**src/rtl/cpu_regfile_pkg.sv**
```systemverilog
// Shared constants, types and sizing helpers for the CPU integer register array.
package cpu_regfile_pkg;

  localparam int XLEN       = 32;
  localparam int REG_ADDR_W = 5;

  typedef logic [XLEN-1:0] reg_data_t;

  function automatic int reg_count(input int half_regfile);
    return (half_regfile != 0) ? 16 : 32;
  endfunction

  function automatic int reg_idx_w(input int half_regfile);
    return (half_regfile != 0) ? 4 : 5;
  endfunction

endpackage

```
**src/rtl/cpu_regfile_ram.sv**
```systemverilog
// Register storage with one write port and one or two read ports, async or registered reads.
// CPU_REGFILE_RESET_CLEAR_EN: async-read storage is reset to 0 when defined.
module cpu_regfile_ram
  import cpu_regfile_pkg::*;
#(
  parameter int p_depth      = 32,
  parameter int p_idx_w      = 5,
  parameter int p_read_ports = 2,
  parameter int p_sync_read  = 0
) (
  input  logic               i_clk,
  input  logic               i_rst,
  input  logic               i_wr_en,
  input  logic [p_idx_w-1:0] i_wr_addr,
  input  logic [XLEN-1:0]    i_wr_data,
  input  logic [p_idx_w-1:0] i_rd1_addr,
  output logic [XLEN-1:0]    o_rd1_data,
  input  logic [p_idx_w-1:0] i_rd2_addr,
  output logic [XLEN-1:0]    o_rd2_data
);

  reg_data_t mem [p_depth];
  logic      unused_rst;

  assign unused_rst = i_rst;

  if (p_sync_read == 0) begin : g_async_store
`ifdef CPU_REGFILE_RESET_CLEAR_EN
    always_ff @(posedge i_clk or posedge i_rst) begin
      if (i_rst) begin
        for (int i = 0; i < p_depth; i++) mem[i] <= '0;
      end else if (i_wr_en) begin
        mem[i_wr_addr] <= i_wr_data;
      end
    end
`else
    always_ff @(posedge i_clk) begin
      if (i_wr_en) mem[i_wr_addr] <= i_wr_data;
    end
`endif
    assign o_rd1_data = mem[i_rd1_addr];
  end else begin : g_sync_store
    // NOTE: no reset on the array itself so it maps onto RAM; the clear sequence zeroes it instead.
    always_ff @(posedge i_clk) begin
      if (i_wr_en) mem[i_wr_addr] <= i_wr_data;
    end
    // Write-first: a same-edge read of the written address returns the new data.
    always_ff @(posedge i_clk or posedge i_rst) begin
      if (i_rst)                                   o_rd1_data <= '0;
      else if (i_wr_en && i_wr_addr == i_rd1_addr) o_rd1_data <= i_wr_data;
      else                                         o_rd1_data <= mem[i_rd1_addr];
    end
  end

  if (p_read_ports == 2 && p_sync_read == 0) begin : g_rd2_async
    assign o_rd2_data = mem[i_rd2_addr];
  end else if (p_read_ports == 2) begin : g_rd2_sync
    always_ff @(posedge i_clk or posedge i_rst) begin
      if (i_rst)                                   o_rd2_data <= '0;
      else if (i_wr_en && i_wr_addr == i_rd2_addr) o_rd2_data <= i_wr_data;
      else                                         o_rd2_data <= mem[i_rd2_addr];
    end
  end else begin : g_rd2_none
    logic unused_rd2;
    assign unused_rd2 = ^i_rd2_addr;
    assign o_rd2_data = '0;
  end

endmodule

```
**src/rtl/cpu_regfile_array.sv**
```systemverilog
// Integer register array: x0 masking, out-of-bounds detection, busy gating and post-reset clear.
// CPU_REGFILE_RESET_CLEAR_EN: enables reset of contents (async) or the clear sequence (sync).
module cpu_regfile_array
  import cpu_regfile_pkg::*;
#(
  parameter int p_half_regfile = 0,
  parameter int p_read_ports   = 2,
  parameter int p_sync_read    = 0
) (
  input  logic        i_clk,
  input  logic        i_rst,
  output logic        o_busy,
  output logic        o_addr_oob,
  input  logic [4:0]  i_rd1_addr,
  output logic [31:0] o_rd1_data,
  input  logic [4:0]  i_rd2_addr,
  output logic [31:0] o_rd2_data,
  input  logic        i_wr_en,
  input  logic [4:0]  i_wr_addr,
  input  logic [31:0] i_wr_data
);

  localparam int N     = reg_count(p_half_regfile);
  localparam int IDX_W = reg_idx_w(p_half_regfile);
  localparam logic [IDX_W-1:0] LAST_IDX = IDX_W'(N - 1);
  localparam logic [0:0] ST_IDLE  = 1'b0;
  localparam logic [0:0] ST_CLEAR = 1'b1;

  logic             busy;
  logic [IDX_W-1:0] clr_idx;
  logic             rd1_oob, rd2_oob, wr_oob, wr_ok;
  logic             rd1_zero, rd2_zero, rd1_zero_eff, rd2_zero_eff;
  logic             ram_we;
  logic [IDX_W-1:0] ram_waddr;
  reg_data_t        ram_wdata, ram_rd1, ram_rd2;

  // Bit 4 only names a nonexistent register in the 16-entry configuration.
  assign rd1_oob    = (p_half_regfile != 0) && i_rd1_addr[4];
  assign rd2_oob    = (p_half_regfile != 0) && (p_read_ports == 2) && i_rd2_addr[4];
  assign wr_oob     = (p_half_regfile != 0) && i_wr_addr[4];
  assign o_addr_oob = rd1_oob | rd2_oob | (i_wr_en & wr_oob);

`ifdef CPU_REGFILE_RESET_CLEAR_EN
  if (p_sync_read != 0) begin : g_clear
    logic [0:0] state;
    // NOTE: every sequential assignment is non-blocking so all flops sample pre-edge values.
    always_ff @(posedge i_clk or posedge i_rst) begin
      if (i_rst) begin
        state   <= ST_CLEAR;
        clr_idx <= IDX_W'(1);
      end else if (state == ST_CLEAR) begin
        if (clr_idx == LAST_IDX) state <= ST_IDLE;
        clr_idx <= clr_idx + 1'b1;
      end
    end
    assign busy = (state == ST_CLEAR);
  end else begin : g_no_clear
    assign busy    = 1'b0;
    assign clr_idx = '0;
  end
`else
  assign busy    = 1'b0;
  assign clr_idx = '0;
`endif

  assign o_busy    = busy;
  assign wr_ok     = i_wr_en && !busy && !wr_oob && (i_wr_addr != '0);
  assign ram_we    = busy | wr_ok;
  assign ram_waddr = busy ? clr_idx : i_wr_addr[IDX_W-1:0];
  assign ram_wdata = busy ? '0 : i_wr_data;

  cpu_regfile_ram #(
    .p_depth      (N),
    .p_idx_w      (IDX_W),
    .p_read_ports (p_read_ports),
    .p_sync_read  (p_sync_read)
  ) u_ram (
    .i_clk      (i_clk),
    .i_rst      (i_rst),
    .i_wr_en    (ram_we),
    .i_wr_addr  (ram_waddr),
    .i_wr_data  (ram_wdata),
    .i_rd1_addr (i_rd1_addr[IDX_W-1:0]),
    .o_rd1_data (ram_rd1),
    .i_rd2_addr (i_rd2_addr[IDX_W-1:0]),
    .o_rd2_data (ram_rd2)
  );

  assign rd1_zero = busy | rd1_oob | (i_rd1_addr == '0);
  assign rd2_zero = busy | rd2_oob | (i_rd2_addr == '0);

  // Registered reads need the mask aligned with the data it qualifies.
  if (p_sync_read != 0) begin : g_sync_mask
    logic rd1_zero_q, rd2_zero_q;
    always_ff @(posedge i_clk or posedge i_rst) begin
      if (i_rst) begin
        rd1_zero_q <= 1'b1;
        rd2_zero_q <= 1'b1;
      end else begin
        rd1_zero_q <= rd1_zero;
        rd2_zero_q <= rd2_zero;
      end
    end
    assign rd1_zero_eff = rd1_zero_q;
    assign rd2_zero_eff = rd2_zero_q;
  end else begin : g_async_mask
    assign rd1_zero_eff = rd1_zero;
    assign rd2_zero_eff = rd2_zero;
  end

  assign o_rd1_data = rd1_zero_eff ? '0 : ram_rd1;

  if (p_read_ports == 2) begin : g_rd2
    assign o_rd2_data = rd2_zero_eff ? '0 : ram_rd2;
  end else begin : g_rd2_tied
    logic unused_rd2;
    assign unused_rd2 = ^{i_rd2_addr, ram_rd2, rd2_zero_eff};
    assign o_rd2_data = '0;
  end

endmodule

```
**config.mk**
```make
export PLATFORM = sky130hd
export DESIGN_NAME = cpu_regfile_array
export DESIGN_NICKNAME = d
export VERILOG_FILES = /design/src/rtl/cpu_regfile_pkg.sv /design/src/rtl/cpu_regfile_ram.sv /design/src/rtl/cpu_regfile_array.sv
export SDC_FILE = /design/constraint.sdc
export NUM_CORES = 1
export LEC_CHECK = 0
export CAP_MARGIN = 20
export CELL_PAD_IN_SITES_DETAIL_PLACEMENT = 0
export CELL_PAD_IN_SITES_GLOBAL_PLACEMENT = 2
export CORE_ASPECT_RATIO = 1.25
export CORE_UTILIZATION = 40
export DETAILED_ROUTE_END_ITERATION = 10
export PLACE_DENSITY_LB_ADDON = 0.1
export SETUP_SLACK_MARGIN = 0.02
export SYNTH_ARGS = -nofsm -noshare
export SYNTH_HDL_FRONTEND = slang
export SYNTH_HIERARCHICAL = 1
export SYNTH_SLANG_ARGS = --single-unit
export TNS_END_PERCENT = 5
```
**constraint.sdc**
```tcl
create_clock -name i_clk -period 3.8 [get_ports i_clk]
set_input_delay 0.76 -clock i_clk [delete_from_list [all_inputs] [get_ports i_clk]]
set_output_delay 0.76 -clock i_clk [all_outputs]
set_load 0.02 [all_outputs]
```
Word level (Yosys, flattened, before mapping) --
Memories as Yosys holds them, arrays and structs flattened. Cells that the tools add are included.
Operators by class: reduce and logical (&&, ||, !) cells 4, mux-type cells 4
Operator list (number):
- $mux W32 | 2
- $logic_not A5 Y1 | 2
- $reduce_bool A5 Y1 | 1
- $mux W1 | 2
- $logic_and A1 B1 Y1 | 1
Storage, ports and cells: logic and storage cells 9, output and inout port bits 66, bits in writable memories 1024, register bits 0, memories 1
Memory list:
- u_ram.mem | depth 32, bits a word 32, rd ports 2, clocked after memory_dff 0, wr ports 1, RTL line cpu_regfile_ram.sv:22 | reg_data_t mem [p_depth];

Logic depth before layout (Yosys ltp) --
Gate-level depths: netlist of run 1.
depth after elaboration 4, mapped depth 9, gate-level depth less buffers 6

Hierarchy --
The synthesis of run 1 kept the hierarchy.
By module, submodules not included:
- cpu_regfile_ram | cells an instance 3386, area an instance 48789.3 um2, instances 1
- cpu_regfile_array | cells an instance 85, area an instance 673.1 um2, instances 1

Least setup slack after synthesis of run 1 --
OpenSTA, ideal clock, no wires.
path type input port to flip-flop, from input i_wr_addr[3], to memory u_ram/mem[12][0] (netlist name), enable pin, data arrival time 2990 ps, slack 389 ps, path buffers 1, setup time 421 ps, data required time 3379 ps, cell stages on the path 5, cells stage by stage or4_1 > o21a_1 > or3b_2 > clkbuf_1 > nor2_1
On the way: word-level cells in the longest chain between the ends 4
Ends and longest elaborated chain:
- start, declared | RTL line cpu_regfile_array.sv:19 | input logic [4:0] i_wr_addr,
- $reduce_bool A5 Y1 | RTL line cpu_regfile_array.sv:67 | assign wr_ok = i_wr_en && !busy && !wr_oob && (i_wr_addr != '0);
- $logic_and A1 B1 Y1 | RTL line cpu_regfile_array.sv:67
- named net ram_we | RTL line cpu_regfile_array.sv:33 | logic ram_we;
- $mux W1 | RTL line cpu_regfile_ram.sv:38 | if (i_wr_en) mem[i_wr_addr] <= i_wr_data;
- $mux W1 (not written as such) | RTL line cpu_regfile_ram.sv:38
- end, declared | RTL line cpu_regfile_ram.sv:22
The timed path passes the listed nets, and every way through them passes these cells.

Worst setup path after layout of run 1 --
from input i_rd2_addr[2], to output o_rd2_data[10]
On the way: word-level cells in the longest chain between the ends 2, elaborated cells on any way between the ends 3, those cells by class mux (1); reduce/logical (1); memory (1)
Ends and longest elaborated chain:
- start, declared | RTL line cpu_regfile_array.sv:16 | input logic [4:0] i_rd2_addr,
- $mem_v2 Z32 W32
- named net ram_rd2[10] | RTL line cpu_regfile_array.sv:35 | reg_data_t ram_wdata, ram_rd1, ram_rd2;
- $mux W32 | RTL line cpu_regfile_array.sv:114 | assign o_rd2_data = rd2_zero_eff ? '0 : ram_rd2;
- end, declared | RTL line cpu_regfile_array.sv:17 | output logic [31:0] o_rd2_data,
The timed path passes the listed nets, and every way through them passes these cells.

==> results of run 1 <==
-- synth_stat cells, types with 49 or more instances --
cell type	instances
a21oi_1	192
a22o_1	128
a31oi_1	64
nand2_1	195
a22oi_1	192
mux2i_1	1024
a21boi_1	55
nand3_1	194
buf_6	51
edfxtp_1	1024
nor3_1	64
clkbuf_1	87
buf_4	49
buf_2	70
-- critical path, delay by kind of cell --
kind,cells,cell delay [ps]
buffers and inverters,7,1400
AOI/OAI and AO/OA,3,540
and+or+nand+nor,3,370
-- area by class of cell --
class | count | area, um^2
fill | 10400 | 61320
sequential | 1024 | 30750
multi-input combinational | 2180 | 17970
timing repair buffer | 588 | 6764
clock buffer | 133 | 2775
tap | 1595 | 1996
clock inverter | 55 | 440.4
inverter | 2 | 7.507
antenna | 2 | 5.005
-- where the power goes --
part           internal [W]  switching (W)  total, W
combinational       0.00133        0.00183   0.00316
clock               0.00554        0.00437   0.00991
sequential           0.0126      0.0000585    0.0126
total                0.0194        0.00626    0.0257
-- per-layer routing --
metal	GRT usage	vias up	share of wire
li1	-	14580	-
met1	0.3621	17460	0.43
met2	0.4618	1063	0.49
met3	0.03030	261	0.049
met4	0.09195	12	0.031
met5	0	-	0.00041
-- how the worst max path moves through the flow --
| stage | startpoint | endpoint | depth (start not counted) |
|---|---|---|---|
| 4_1_cts | i_rd1_addr[2] | o_rd1_data[8] | 12 |
| 6_report | i_rd2_addr[2] | o_rd2_data[10] | 13 |
| 3_3_place_gp | i_rd2_addr[0] | o_rd2_data[9] | 11 |
| 5_1_grt | i_rd2_addr[2] | o_rd2_data[8] | 12 |
| 3_5_place_dp | i_rd2_addr[0] | o_rd2_data[9] | 11 |
| 2_1_floorplan | i_wr_addr[3] | u_ram/mem[12][0] | 5 |
-- metrics by stage --
stage | setup WS, ps | setup TNS (ps) | hold slack, ps | area [um^2]
2_1_floorplan | 388.8 | 0 | 858.9 | 49470
3_3_place_gp | -628.2 | -26330 | 1738 | 56210
3_5_place_dp | -642.5 | -28220 | 1741 | 56230
4_1_cts | -183.9 | -2121 | 1186 | 60050
5_1_grt | -99.57 | -869.3 | 668.3 | 60700
6_report | -73.86 | -143.3 | 685.4 | 60700
-- kinds of logic (layout without fill, tap and decap cells) --
logic type,after synthesis,count (layout),synth area share
compound gates,641,641,0.08957
flops,1024,1024,0.6217
mux,1024,1024,0.2072
buf+inv,269,778,0.03395
simple gates,512,513,0.04751
other cells,1,4,0.00007582
-- what timing repair did --
action,CTS,global route
endpoints found under the setup margin,64,58
pin swaps,18,26
gates cloned,2,1
resized for setup,262,85
buffers inserted,24,15
==> results.py, run 1 <==
metrics = {
    "synthesis": {
        "avgSynthCellArea_um2": 14.25,
        "ys_async_sr_fraction": 0,
        "ys_seq_area_frac": 0.6217,
        "synth_edf_count": 1024,
        "synth_area_um2": 49460,
        "ys_types": 31,
        "syn_inst": 3471,
        "yosysWarnings": 6,
        "yosysTopAreaCellShare": 0.6217,
        "synth_seq_cells": 1024,
        "synthFlopType": "edfxtp_1",
        "synth_top_area_cell": "edfxtp_1",
        "synthTopCellsByArea": "edfxtp_1, mux2i_1, a22oi_1, a22o_1, nand3_1",
    },
    "setup_path": {
        "slowest_stage": "clkdlybuf4s50_1",
        "slowest_delay_ps": 430,
        "crit_top_cell": "buf_4",
        "endpoint_kind": "output pin",
        "crit_arrival_ps": 3110,
        "cp_max_fo": 20,
        "start_kind": "input pin",
        "critical_path_class": "in2out",
        "crit_chain": "clkdlybuf4s50_1 > buf_6 > nor2b_4 > buf_4 > buf_12 > buf_12 > buf_4 > a22o_1 > nor3_1 > a31oi_1 > nand3_1 > a21boi_1 > buf_4",
        "cp_data_required_time_ps": 3040,
    },
    "route": {
        "routed_wl_um": 172400,
        "vias_per_cell": 5.981,
        "detail-route-antenna-nets": 0,
        "drtPass1Iterations": 5,
        "wire_per_inst_um": 30.90,
        "drtIter0Drc": 2744,
        "vias": 33370,
        "drc": 0,
    },
    "global_routing": {
        "grt_max_degree": 44,
        "grt.total_usage": 0.2728,
        "grt_pass1_wl_um": 244100,
        "grt_pass1_vias": 34070,
        "grt_overflow": 0,
        "grt_antenna_before_repair": 13,
    },
    "flow_run": {
        "drv_cap": 0,
    },
    "die": {
        "rows": 143,
        "die_w_um": 316.5,
        "die_area_um2": 125100,
        "dieHeight_um": 395.2,
        "initial_core_util": 0.4053,
        "fp.coreArea_um2": 122000,
        "io_pins": 116,
    },
    "worst_hold_path": {
        "min_delay_path_depth": 1,
        "hp-class": "in2reg",
        "hp-start": "i_wr_data[1]",
        "hold_end": "u_ram/mem[10][1]",
    },
    "power": {
        "vdd_drop_max_uv": 330.5,
        "finalPower_w": 0.02571,
        "powerDensity_nw_per_um2": 423.5,
        "leakagePower_nw": 22.89,
    },
    "finish": {
        "final_cell_mix": "mux2i_1, edfxtp_1, buf_4",
        "drive_above_1_share": 0.2097,
        "fin_cells": 5579,
        "area_growth_pct": 22.73,
        "top_register": "u_ram/mem",
        "largest_reg_flops": 1024,
        "finalNetCount": 3952,
        "reg.largest.list": "u_ram/mem (1024)",
        "final_util": 0.4975,
    },
    "timing": {
        "worst_slack_ps": -73.86,
        "fmax_mhz": 258.1,
        "min_period_ps": 3874,
        "hold_viol_final": 0,
        "worstMarginPinSlew_ps": 1177,
        "rsz0062_at_grt": "true",
        "finalCritPeriodShare": 1.019,
        "relSlewSlack": 0.2136,
        "drv_slew": 0,
        "setup_viol": 4,
    },
    "placed_design": {
        "io_buffer_count": 112,
        "place_hpwl_um": 107800,
        "place_congestion": 0.8209,
        "dp.cells": 5333,
    },
    "clock_tree": {
        "cts-root-buf": "clkbuf_16",
        "cts_buffers": 106,
        "cts_tree": "done",
        "cts_sinks": 1024,
        "cts.hold.buffers_added": 0,
        "path_clk_slew_ps": 60,
        "h-tree-depth": 3,
        "clockBufferDepth": 3,
    },
    "outcome": {
        "outcome": "complete, but fails checks",
        "failed_checks": "negative setup slack",
    },
}
Power figures use the tool's default switching activity.
==> inputs of run 2 (changes only) <==
--- a/config.mk
+++ b/config.mk
@@ -5,13 +5,10 @@
 export SDC_FILE = /design/constraint.sdc
 export NUM_CORES = 1
 export LEC_CHECK = 0
-export CAP_MARGIN = 20
-export CELL_PAD_IN_SITES_DETAIL_PLACEMENT = 0
-export CELL_PAD_IN_SITES_GLOBAL_PLACEMENT = 2
+export CAP_MARGIN = 30
 export CORE_ASPECT_RATIO = 1.25
 export CORE_UTILIZATION = 40
 export DETAILED_ROUTE_END_ITERATION = 10
-export PLACE_DENSITY_LB_ADDON = 0.1
 export SETUP_SLACK_MARGIN = 0.02
 export SYNTH_ARGS = -nofsm -noshare
 export SYNTH_HDL_FRONTEND = slang
==> run 2 against run 1 <==
  * The flow still finishes with violations (negative setup slack)
  * First-iteration DRC count up 6.0%
  * Largest cell class unchanged
  * Core utilization decreased by 1.0 points
  * Routed wire length decreased by 7.4%
  * Critical endpoint is now o_rd1_data[7]
  * Sequential share of layout area is 1.0 points higher
  * Final area down 2.0%
==> results.py, run 2 (synthesis gave the netlist of run 1 again) <==
metrics = {
    "power": {
        "vdd_drop_max_uv": 287.1,
        "switching_share": 0.2395,
        "clkPwrFrac": 0.369,
        "power.switching_w": 0.005926,
        "pwr-share-comb": 0.121,
        "seq_power_share": 0.510,
        "p_int_w": 0.01881,
        "leakagePower_nw": 22.33,
        "powerDensity_nw_per_um2": 415.9,
    },
    "placed_design": {
        "place_hpwl_um": 98240,
        "place_congestion": 0.8471,
        "io_buffer_count": 112,
        "placed_cell_area_um2": 55740,
    },
    "timing": {
        "finalSetupTns_ps": -34.62,
        "hold-worst-slack_ps": 734.5,
        "min_period_ps": 3824,
        "rsz0062_at_grt": "true",
        "fmax_mhz": 261.5,
        "worst_slack_ps": -23.63,
        "finalCritPeriodShare": 1.006,
        "drv_slew": 0,
        "setup_viol": 2,
        "worstMarginPinSlew_ps": 1037,
        "hold_viol_final": 0,
        "relSlewSlack": 0.3064,
    },
    "setup_path": {
        "slowest_stage": "clkdlybuf4s50_1",
        "cp_max_fo": 11,
        "cp_data_required_time_ps": 3040,
        "crit_chain": "clkdlybuf4s50_1 > buf_6 > and2_4 > buf_4 > buf_12 > buf_4 > a22o_1 > nor3_1 > a31oi_2 > nand3_2 > a21boi_1 > dlygate4sd2_1",
        "slowest_delay_ps": 420,
        "crit_top_cell": "buf_4",
        "critical_path_class": "in2out",
        "crit_arrival_ps": 3060,
        "start_kind": "input pin",
        "endpoint_kind": "output pin",
    },
    "clock_tree": {
        "clockBufferDepth": 3,
        "cts_buffers": 97,
        "cts_tree": "done",
        "path_clk_slew_ps": 60,
        "h-tree-depth": 3,
        "cts_sinks": 1024,
        "cts.hold.buffers_added": 0,
        "cts-root-buf": "clkbuf_16",
    },
    "global_routing": {
        "grt_pass1_wl_um": 226400,
        "grt_max_degree": 44,
        "grt_antenna_before_repair": 5,
        "grt_overflow": 0,
        "grt_pass1_vias": 33000,
        "grt.total_usage": 0.2517,
    },
    "die": {
        "dieHeight_um": 395.2,
        "io_pins": 116,
        "fp.coreArea_um2": 122000,
        "die_w_um": 316.5,
        "die_area_um2": 125100,
        "rows": 143,
        "initial_core_util": 0.4053,
    },
    "finish": {
        "finalNetCount": 3887,
        "fillers": 10490,
        "largest_reg_flops": 1024,
        "final_cell_area_um2": 59490,
        "final_cell_mix": "mux2i_1, edfxtp_1, buf_4",
        "area_growth_pct": 20.27,
        "reg.largest.list": "u_ram/mem (1024)",
        "top_register": "u_ram/mem",
        "drive_above_1_share": 0.1781,
    },
    "route": {
        "wire_per_inst_um": 29.00,
        "vias_per_cell": 6.003,
        "vias": 33050,
        "drc": 0,
        "drtPass1Iterations": 8,
        "routed_wl_um": 159600,
        "detail-route-antenna-nets": 0,
        "drtIter0Drc": 2910,
    },
    "worst_hold_path": {
        "hp-class": "in2reg",
        "min_delay_path_depth": 1,
    },
    "outcome": {
        "failed_checks": "negative setup slack",
        "outcome": "complete, but fails checks",
    },
    "flow_run": {
        "drv_cap": 0,
    },
}
==> run 2: layer usage <==
layer	vias to the layer above	global-route usage	wire length [um]	share of wire
met5	-	0	27	0.00017
met4	4	0.09384	5523	0.035
met3	266	0.03098	9889	0.062
met2	1279	0.4216	78370	0.49
met1	17070	0.3325	65840	0.41
li1	14430	-	-	-
==> run 2: path summary, 6_finish.rpt <==
| path | from | endpoint | slack [ps] |
|---|---|---|---|
| max | i_rd1_addr[0] | o_rd1_data[7] | -20 |
| min | i_wr_data[0] | u_ram/mem[14][0] | 730 |
==> run 2: timing repair <==
item / 4_1_cts / 5_1_grt
endpoints found under the setup margin: 64 / 60
gates cloned: 3 / 1
pin swaps: 17 / 24
gates resized for setup: 178 / 106
buffers inserted: 19 / 10
==> run 2: cell type report <==
type	instances	area, um^2	share of cell area
clock buffers	117	2502	0.04207
well taps	1595	1996	0.03355
flip-flops and latches	1024	30750	0.5169
multi-input cells	2179	17610	0.2961
inverters	2	7.507	0.0001262
clock inverters	53	365.4	0.006142
repair buffers	533	6250	0.1051
diodes	2	5.005	0.00008413
==> run 2: stage by stage <==
stage / std cells / util / setup slack [ps] / power, W
4_1_cts: 5486 / 0.4849 / -146.1 / 0.02480
3_3_place_gp: 5287 / 0.4553 / -540.1 / 0.01574
6_report: 5505 / 0.4875 / -23.63 / 0.02474
5_1_grt: 5504 / 0.4875 / -108.6 / 0.02544
3_5_place_dp: 5294 / 0.4568 / -575.5 / 0.01578
2_1_floorplan: 3472 / - / 388.8 / 0.01438
==> run 2: power by group through the flow <==
| stage | combinational (W) | sequential, W | clock (W) |
|---|---|---|---|
| detailed placement | 0.00291 | 0.0129 | 0 |
| CTS | 0.00294 | 0.0126 | 0.00923 |
| global placement | 0.00288 | 0.0129 | 0 |
| floorplan | 0.00153 | 0.0129 | 0 |
| global route | 0.00314 | 0.0126 | 0.00967 |
| finish | 0.00300 | 0.0126 | 0.00912 |
==> run 2: critical path: cells and delay by family <==
kind	cells	cell delay, ps
buffers and inverters	6	1360
and+or+nand+nor	3	490
AOI/OAI and AO/OA	3	440
